[src/rtl/hazard_ctrl.sv]
// hazard_ctrl: load-use / HI-LO interlock, branch flush and MDU launch control; HAZARD_STALL_COUNT_EN builds a stall counter.
module hazard_ctrl (
  input  logic        clk,
  input  logic        reset,
  input  logic        id_ex_mem_read,
  input  logic [4:0]  id_ex_write_reg_addr,
  input  logic [4:0]  if_id_instr_rs,
  input  logic [4:0]  if_id_instr_rt,
  input  logic        if_id_uses_rt,
  input  logic        if_id_hilo_read,
  input  logic        branch_taken,
  input  logic        mdu_start,
  input  logic        mdu_done,
  output logic        pc_write,
  output logic        if_id_write,
  output logic        id_ex_bubble,
  output logic        if_id_flush,
  output logic        mdu_go,
  output logic [1:0]  state,
  output logic [15:0] stall_cycles
);
  typedef enum logic [1:0] {RUN = 2'b00, MDU_BUSY = 2'b01} state_e;
  state_e state_q, state_d;
  logic load_use, mdu_hold, stall;
  always_comb begin
    load_use = id_ex_mem_read & (id_ex_write_reg_addr != 5'd0) &
               ((id_ex_write_reg_addr == if_id_instr_rs) |
                (if_id_uses_rt & (id_ex_write_reg_addr == if_id_instr_rt)));
    mdu_hold = (state_q == MDU_BUSY) & ~mdu_done & (if_id_hilo_read | mdu_start);
    stall = load_use | mdu_hold;
    pc_write = ~reset & ~stall;
    if_id_write = ~reset & ~stall;
    id_ex_bubble = reset | stall;
    if_id_flush = reset | (~stall & branch_taken);
    mdu_go = mdu_start & ~stall & ~reset;
    // a new launch keeps the unit busy even when the previous result lands this cycle
    state_d = mdu_go ? MDU_BUSY : (state_q == MDU_BUSY && mdu_done) ? RUN : state_q;
  end
  always_ff @(posedge clk) state_q <= reset ? RUN : state_d;
  assign state = state_q;
`ifdef HAZARD_STALL_COUNT_EN
  logic [15:0] cnt_q, cnt_d;
  always_comb cnt_d = (stall && cnt_q != 16'hFFFF) ? cnt_q + 16'd1 : cnt_q;
  always_ff @(posedge clk) cnt_q <= reset ? 16'd0 : cnt_d;
  assign stall_cycles = cnt_q;
`else
  assign stall_cycles = 16'h0000;
`endif
endmodule

[config.mk]
export PLATFORM = sky130hd
export DESIGN_NAME = hazard_ctrl
export DESIGN_NICKNAME = d
export VERILOG_FILES = /design/src/rtl/hazard_ctrl.sv
export SDC_FILE = /design/constraint.sdc
export NUM_CORES = 1
export LEC_CHECK = 0
export CORE_UTILIZATION = 25
export CTS_CLUSTER_DIAMETER = 100
export DETAILED_ROUTE_END_ITERATION = 7
export PLACE_DENSITY_LB_ADDON = 0.08
export SKIP_LAST_GASP = 1
export SYNTH_ARGS = -nofsm -noshare
export SYNTH_HDL_FRONTEND = slang
export SYNTH_SLANG_ARGS = --single-unit
[constraint.sdc]
create_clock -name clk -period 3.11 [get_ports clk]
set_clock_uncertainty 0.15 [all_clocks]
set_input_delay 0.7775 -clock clk [delete_from_list [all_inputs] [get_ports clk]]
set_output_delay 0.7775 -clock clk [all_outputs]
set_load 0.005 [all_outputs]
### Yosys cells after proc, flatten, opt, wreduce, memory -nomap -nowiden

Index checks and enable logic that the tools add are counted.

* equality and inequality tests: 2
* bitwise gates (word level): 17
* reductions and logical operators: 3
* muxes and demuxes: 2

Operators by type and width (count)
* 5-bit == test: 2
* 1-bit bitwise AND: 9
* 1-bit bitwise OR: 5
* 5-bit nonzero test: 1
* 1-bit NOT: 3
* 1-bit two-way mux: 2
* 2-bit nonzero test: 1
* 1-bit logical AND: 1

* output and inout port bits: 23
* logic and storage cells: 25
* flip-flop bits (word level): 1

### Logic depth before layout (Yosys ltp)

Gate-level depths: netlist of run 1.

* depth in word-level cells: 9
* depth in mapped cells: 5
* depth with buffers taken out: 4

### Worst setup path after synthesis of run 1

OpenSTA, ideal clock, no wires.

* path kind: input -> output
* start point: input port id_ex_write_reg_addr[3]
* end point: output port pc_write
* data required time: 2183 ps
* slack: 209 ps
* path buffers: 1
* stages: 4
* data arrival time: 1973 ps
* path through: or4_4 -> o21a_1 -> a211oi_1 -> buf_4

* cells in the longest elaborated chain, start to end: 7

Ends and longest elaborated chain
* start, declared: RTL line 6 `input logic [4:0] id_ex_write_reg_addr,`
* 5-bit == test: RTL line 28 `(if_id_uses_rt & (id_ex_write_reg_addr == if_id_instr_rt)));`
* 1-bit bitwise AND: RTL line 28
* 1-bit bitwise OR: RTL line 27 `((id_ex_write_reg_addr == if_id_instr_rs) |`
* 1-bit bitwise AND (*): RTL line 26 `load_use = id_ex_mem_read & (id_ex_write_reg_addr != 5'd0) &`
* 1-bit bitwise OR (*): RTL line 30 `stall = load_use | mdu_hold;`
* 1-bit NOT (*)
* 1-bit bitwise AND (*)
* end, declared: RTL line 14 `output logic pc_write,`

Mark *: on every way between the ends. The rest lies on a longest branch, timed or not.

### Worst setup path after layout of run 1

* start point: input port id_ex_write_reg_addr[1]
* end point: output port mdu_go

* cells in the longest elaborated chain, start to end: 8

Ends and longest elaborated chain
* 5-bit == test: RTL line 28
* 1-bit bitwise AND: RTL line 28
* 1-bit bitwise OR: RTL line 27
* 1-bit bitwise AND (*): RTL line 26
* 1-bit bitwise OR (*): RTL line 30
* 1-bit NOT (*): RTL line 35 `mdu_go = mdu_start & ~stall & ~reset;`
* 1-bit bitwise AND (*) (2 in series): RTL line 35
* end, declared: RTL line 18 `output logic mdu_go,`

Marked as above.

==> out/metrics.yaml, run 1 <==
fmax_ghz: 0.324
powerDensity_nw_per_um2: 141
r2r_end: "state[0]"
clkTransAtPathRegs_ps: 0
io_pins: 46
routed_wl_um: 881
hold_depth: 4
start_util_pct: 28.0
switchingPower_w: 0.0000348
rows: 13
grt_pass1_vias: 318
avgViaCountPerCell: 4.02
mostFrequentLayoutCells: "conb_1 (17), clkdlybuf4s50_1 (12), xnor2_1 (9), buf_4 (9), dlymetal6s2s_1 (6)"
cts_hold_buf: 0
syn_area_per_cell_um2: 7.41
synth_top_area_share_pct: 35.8
timing.final.crit_share_pct: 99.2
crit_type: "in2out"
drcViolationCount: 0
dp_slack_ps: -661
finalHoldViolations: 0
fp.dieH_um: 40.9
drv_slew: 0
leakagePower_nw: 0.364
arrival_ps: 2160
drive_gt1_share_pct: 27.3
syn_to_final_growth_pct: 91.7
antenna_found_initial: 0
maxCapViolations: 0
numPlacedInstances: 99
ir_worst_vdd_uv: 67.4
core_um2: 1350
r2r-start: "state[0]"
pwr-share-seq_pct: 14.0
overflow: 0
die_w_um: 40.9
drtIter0Drc: 1
ant_nets: 0
setup_violations: 0
reg2reg_slack_ps: 1930
routabilityCongestion: 0.590
mostFrequentLayoutCell: "conb_1"
min_period_ps: 3090
rsz0062_at_grt: "true"
worstSetupStartpoint: "id_ex_write_reg_addr[1]"
hp-class: "reg2reg"
cp-end-kind: "output pin"
final_cells: 103
hold_path.startpoint: "state[0]"
ys_seq_area_share_pct: 5.30
switching_share_pct: 34.0
hold_ws_ps: 630
grt_max_degree: 7
synth_area_leaders: "buf_4 (36%), xnor2_1 (23%), dfxtp_1 (5.3%)"
fin_ws_ps: 24.5
yosysTopAreaCell: "buf_4"
crit_chain: "buf_6 -> or4_4 -> o21a_1 -> buf_6 -> a2111oi_4 -> buf_2"
grt_pass1_wl_mm: 1.23
dieArea_um2: 1670
p_clk_share_pct: 0
combPwrFrac_pct: 86.0
wl_per_cell_um: 8.55
dp_hpwl_um: 709
antennaDiodeCount: 0
slowest_stage: "or4_4"
vias: 414
synthCells: 51
synth_cell_types: 19
syn_area_um2: 378
crit_required_ps: 2180
nets: 113
ys_ff_latch: 1
startpoint_type: "primary input"
max_stage_delay_ps: 530
grt_use_total_pct: 10.4
drt-pass1-iter-count: 2
power.total_w: 0.000102
reg2reg_depth: 4
port_buffers: 28
crit_end: "mdu_go"
status: "complete, no violations"
insertion_delay_ps: 0
largest_register_ffs: 1
p_int_w: 0.0000676
ys_warn_count: 0
cp_max_fo: 3
crit_top_cell: "buf_6"
-- layout make-up --
type                    instances  area (um^2)
fillers                       147          626
repair buffers                 39          358
multi-input cells              47          324
flip-flops and latches          1         20.0
well taps                      15         18.8
inverters                       1         3.75
-- critical path, delay by kind of cell --
| family | cells | cell delay [ps] |
|---|---|---|
| simple gates | 1 | 530 |
| compound gates | 2 | 480 |
| buf+inv | 3 | 380 |
-- through the flow --
step	util [%]	cell area, um^2	setup TNS (ps)
final	53.7	724	0
after CTS	51.5	696	-53.6
after global routing	53.7	724	-83.5
after detailed placement	48.5	654	-2910
after floorplan	-	438	0
after global placement	48.5	654	-2860
-- cells in the mapped netlist --
cell type	n
a2111oi_2	1
nor2b_1	1
conb_1	1
o22ai_1	1
nand3_1	1
nand4_1	1
a211o_1	1
a211oi_1	2
xnor2_1	10
buf_4	18
nor2_1	3
o21ai_1	1
dfxtp_1	1
nand2_1	2
o21ai_0	1
a21oi_1	2
o21a_1	2
inv_1	1
or4_4	1
-- cells by family (layout without fill, tap and decap cells) --
family | Yosys count | after routing | share of synthesized area [%]
other | 1 | 17 | 0.992
and+or+nand+nor | 9 | 9 | 12.6
xor gates and xnor gates | 10 | 10 | 23.2
buffers and inverters | 19 | 40 | 36.8
DFF | 1 | 1 | 5.30
AOI/OAI and AO/OA | 11 | 11 | 21.2
-- power groups by stage --
stage,clock [W],combinational [W],sequential (W)
after floorplan,0,0.0000458,0.0000145
after global placement,0,0.0000822,0.0000143
after detailed placement,0,0.0000820,0.0000144
after CTS,0,0.0000869,0.0000144
after global routing,0,0.0000988,0.0000147
final,0,0.0000880,0.0000144
-- worst min-delay path by stage --
stage               endpoint  slack [ps]
floorplan           state[0]         490
global placement    state[0]         630
detailed placement  state[0]         630
CTS                 state[0]         650
global route        state[0]         700
finish              state[0]         630
-- per-layer routing --
metal	GRT usage, %	vias to the layer above	part of all wire (%)	routed length, um
met4	0	0	0	0
met5	0	-	0	0
met3	1.63	0	14	119
li1	-	215	-	-
met2	19.1	26	52	457
met1	13.1	173	34	303
-- what timing repair did --
| action | 4_1_cts | 5_1_grt |
|---|---|---|
| pin swaps | 6 | 11 |
| endpoints found under the setup margin | 5 | 5 |
| gates resized for setup | 36 | 9 |
| setup buffers | 4 | 0 |
(Power assumes the default switching activity.)
==> inputs of run 2 (changes only) <==
CTS_CLUSTER_SIZE = 16   (was not set)
==> results of run 2 <==
No change in the layout: final DEF, timing and power equal those of run 1.
==> patch (config.mk and constraints of run 2) <==
Build with the macro `HAZARD_STALL_COUNT_EN` defined.
--- a/src/rtl/hazard_ctrl.sv
+++ b/src/rtl/hazard_ctrl.sv
@@ -1,2 +1,4 @@
 // hazard_ctrl: load-use / HI-LO interlock, branch flush and MDU launch control; HAZARD_STALL_COUNT_EN builds a stall counter.
+`define HAZARD_STALL_COUNT_EN
+
 module hazard_ctrl (
Formal check against the unedited RTL: not equivalent (a bounded check fails within 4 cycles, from zero or initial values and one cycle with reset high).
==> patch against run 2 <==
Sequential cell count is 16 higher; via count rose to 2.9 times the old value; power rose to 5.2 times the old value; register-to-register slack got worse by 0.95 ns; synthesized area rose to 2.8 times the old value; final area rose to 2.7 times the old value; first-iteration DRC count grew to 69 times the old value; wire length grew to 3.7 times the old value; final cell count is 150% higher; worst setup slack gained 0.014 ns; maximum frequency is 0.45% higher; critical path type unchanged; critical endpoint unchanged.
==> patch: results (changes against run 2) <==
outcome=finished, final reports clean; Crit-path slowest cell=dlygate4sd2_1; top area cells in the synthesized netlist=dfxtp_1 (32%), xnor2_1 (8.3%), a21oi_1 (5.2%), or3_1 (4.2%), nand3_1 (3.8%); share of the synthesized area in the top cell type=0.324 (-0.0334); layout filler cell count=397 (+170%); buffer levels on the longest clock path=2; worst slack at placement=-0.737 ns (-0.0764 ns); overall track demand over capacity in global routing=0.150 (+0.0467); kind of cell with the highest combined delay on the critical path=buffers and inverters; Post-layout nets=228 (+100%); global routing met3 resource utilization=0.0411 (+0.0248); Max stage delay on crit path=0.26 ns (-0.27 ns); CP Max Fanout=3 (unchanged); met1 layer usage reported by global route=0.188 (+0.0565); Arr. time, crit path=2.14 ns (-0.02 ns); leakage power of the design=0.760 nW (+110%); Slew Limit Fails=0 (unchanged); gp weighted congestion=0.698 (+18%); Clock Latency Late Sink=0.25 ns (+0.25 ns); commonest register cell after synthesis=dfxtp_1; net count after synthesis=146; top routing layer in use=met4; number of flip-flops in the largest register=16 (+15); highest ir drop seen on vdd=0.243 mV (+260%); clock root buffer master=clkbuf_8; first-pass GRT wire length=5130 um (+320%); total met3 wirelength after detailed routing=107 um (-10%); H-Tree Depth=1; via count of the first global-routing pass=1141 (+260%); detailed placer's ending HPWL=2240 um (+220%); starting DRC count in detailed routing=69 (+68); fraction of synthesis flops using an asynchronous set or reset pin=0 (unchanged); CTS-repair resized insts=47 (+31%); fraction of met2 tracks used by global routing=0.263 (+0.0712); port bufs=44 (+57%); ratio of cells with drive above 1 in the final layout=0.365 (+0.0918); post-CTS setup buffer count=17 (+13); number of antenna diodes=0 (unchanged); via count=1216 (+190%); cell types with the highest counts after synthesis=dfxtp_1 (17), a21oi_1 (11), xnor2_1 (10); antenna violations before repair=0 (unchanged); count of distinct cell types in the synthesized netlist=37 (+18); number of buffers created by CTS=3; number of detailed-routing iterations run before antenna repair=4 (+2); share of synthesized area occupied by flip-flops and latches=0.324 (+0.271); Synth warnings=0 (unchanged); class of the worst hold path=register to register; clock slew at reported path FFs=0.06 ns (+0.06 ns); detail-routed net length per standard cell=12.7 um (+49%); met2 WL post-DR=1700 um (+270%); sum of routed wire segments on met1=1400 um (+360%); maximum number of pins on one net before global-route repair=19 (+12)
==> patch: cell types whose count changed after synthesis, moves of 3 or more <==
cell     delta
o21ai_1     +7
and3_1      +3
nand2_1     +4
dfxtp_1    +16
or4_1       +5
xor2_1      +3
buf_4      -15
o31ai_1     +4
or3_1       +7
nand3_1     +7
a21oi_1     +9
==> patch: metrics by stage <==
stage                     std cells  cell area [um2]  utilization  power, mW
after floorplan                 122             1050            -      0.269
after global placement          230             1670        0.415      0.340
after detailed placement        230             1670        0.415      0.342
after CTS                       251             1850        0.458      0.527
after global routing            253             1920        0.477      0.565
final                           253             1920        0.477      0.535
==> patch: path summary, 6_finish.rpt <==
kind / start / to / slack [ns] / cells past startpoint
worst min-delay path: stall_cycles[9] / stall_cycles[9] / 0.36 / 2
worst max-delay path: if_id_instr_rs[2] / mdu_go / 0.04 / 9
worst min register to register: stall_cycles[9] / stall_cycles[9] / 0.36 / 2
worst max register to register: stall_cycles[0] / stall_cycles[5] / 0.98 / 7
==> patch: logic make-up after synthesis <==
kind of cell	after synthesis	share of synthesized area
muxes	1	0.00954
buffers and inverters	11	0.0643
xor gates and xnor gates	13	0.108
and+or+nand+nor	45	0.256
AOI/OAI and AO/OA	33	0.222
DFF	17	0.324
adders and majority gates	1	0.0119
other	1	0.00357
==> patch: area by class of cell <==
cell class,instances,area (um2),share of cell area
multi-input combinational,95,749,0.390
timing repair buffer,83,708,0.369
sequential,17,340,0.177
tap,50,62.6,0.0326
clock buffer,4,45.0,0.0235
inverter,4,15.0,0.00782
==> patch: where the power goes <==
| part | internal (mW) | total [mW] | leakage (nW) | switching [mW] |
|---|---|---|---|---|
| combinational | 0.0919 | 0.149 | 0.600 | 0.0569 |
| sequential | 0.220 | 0.222 | 0.137 | 0.00246 |
| clock | 0.0909 | 0.164 | 0.0228 | 0.0736 |
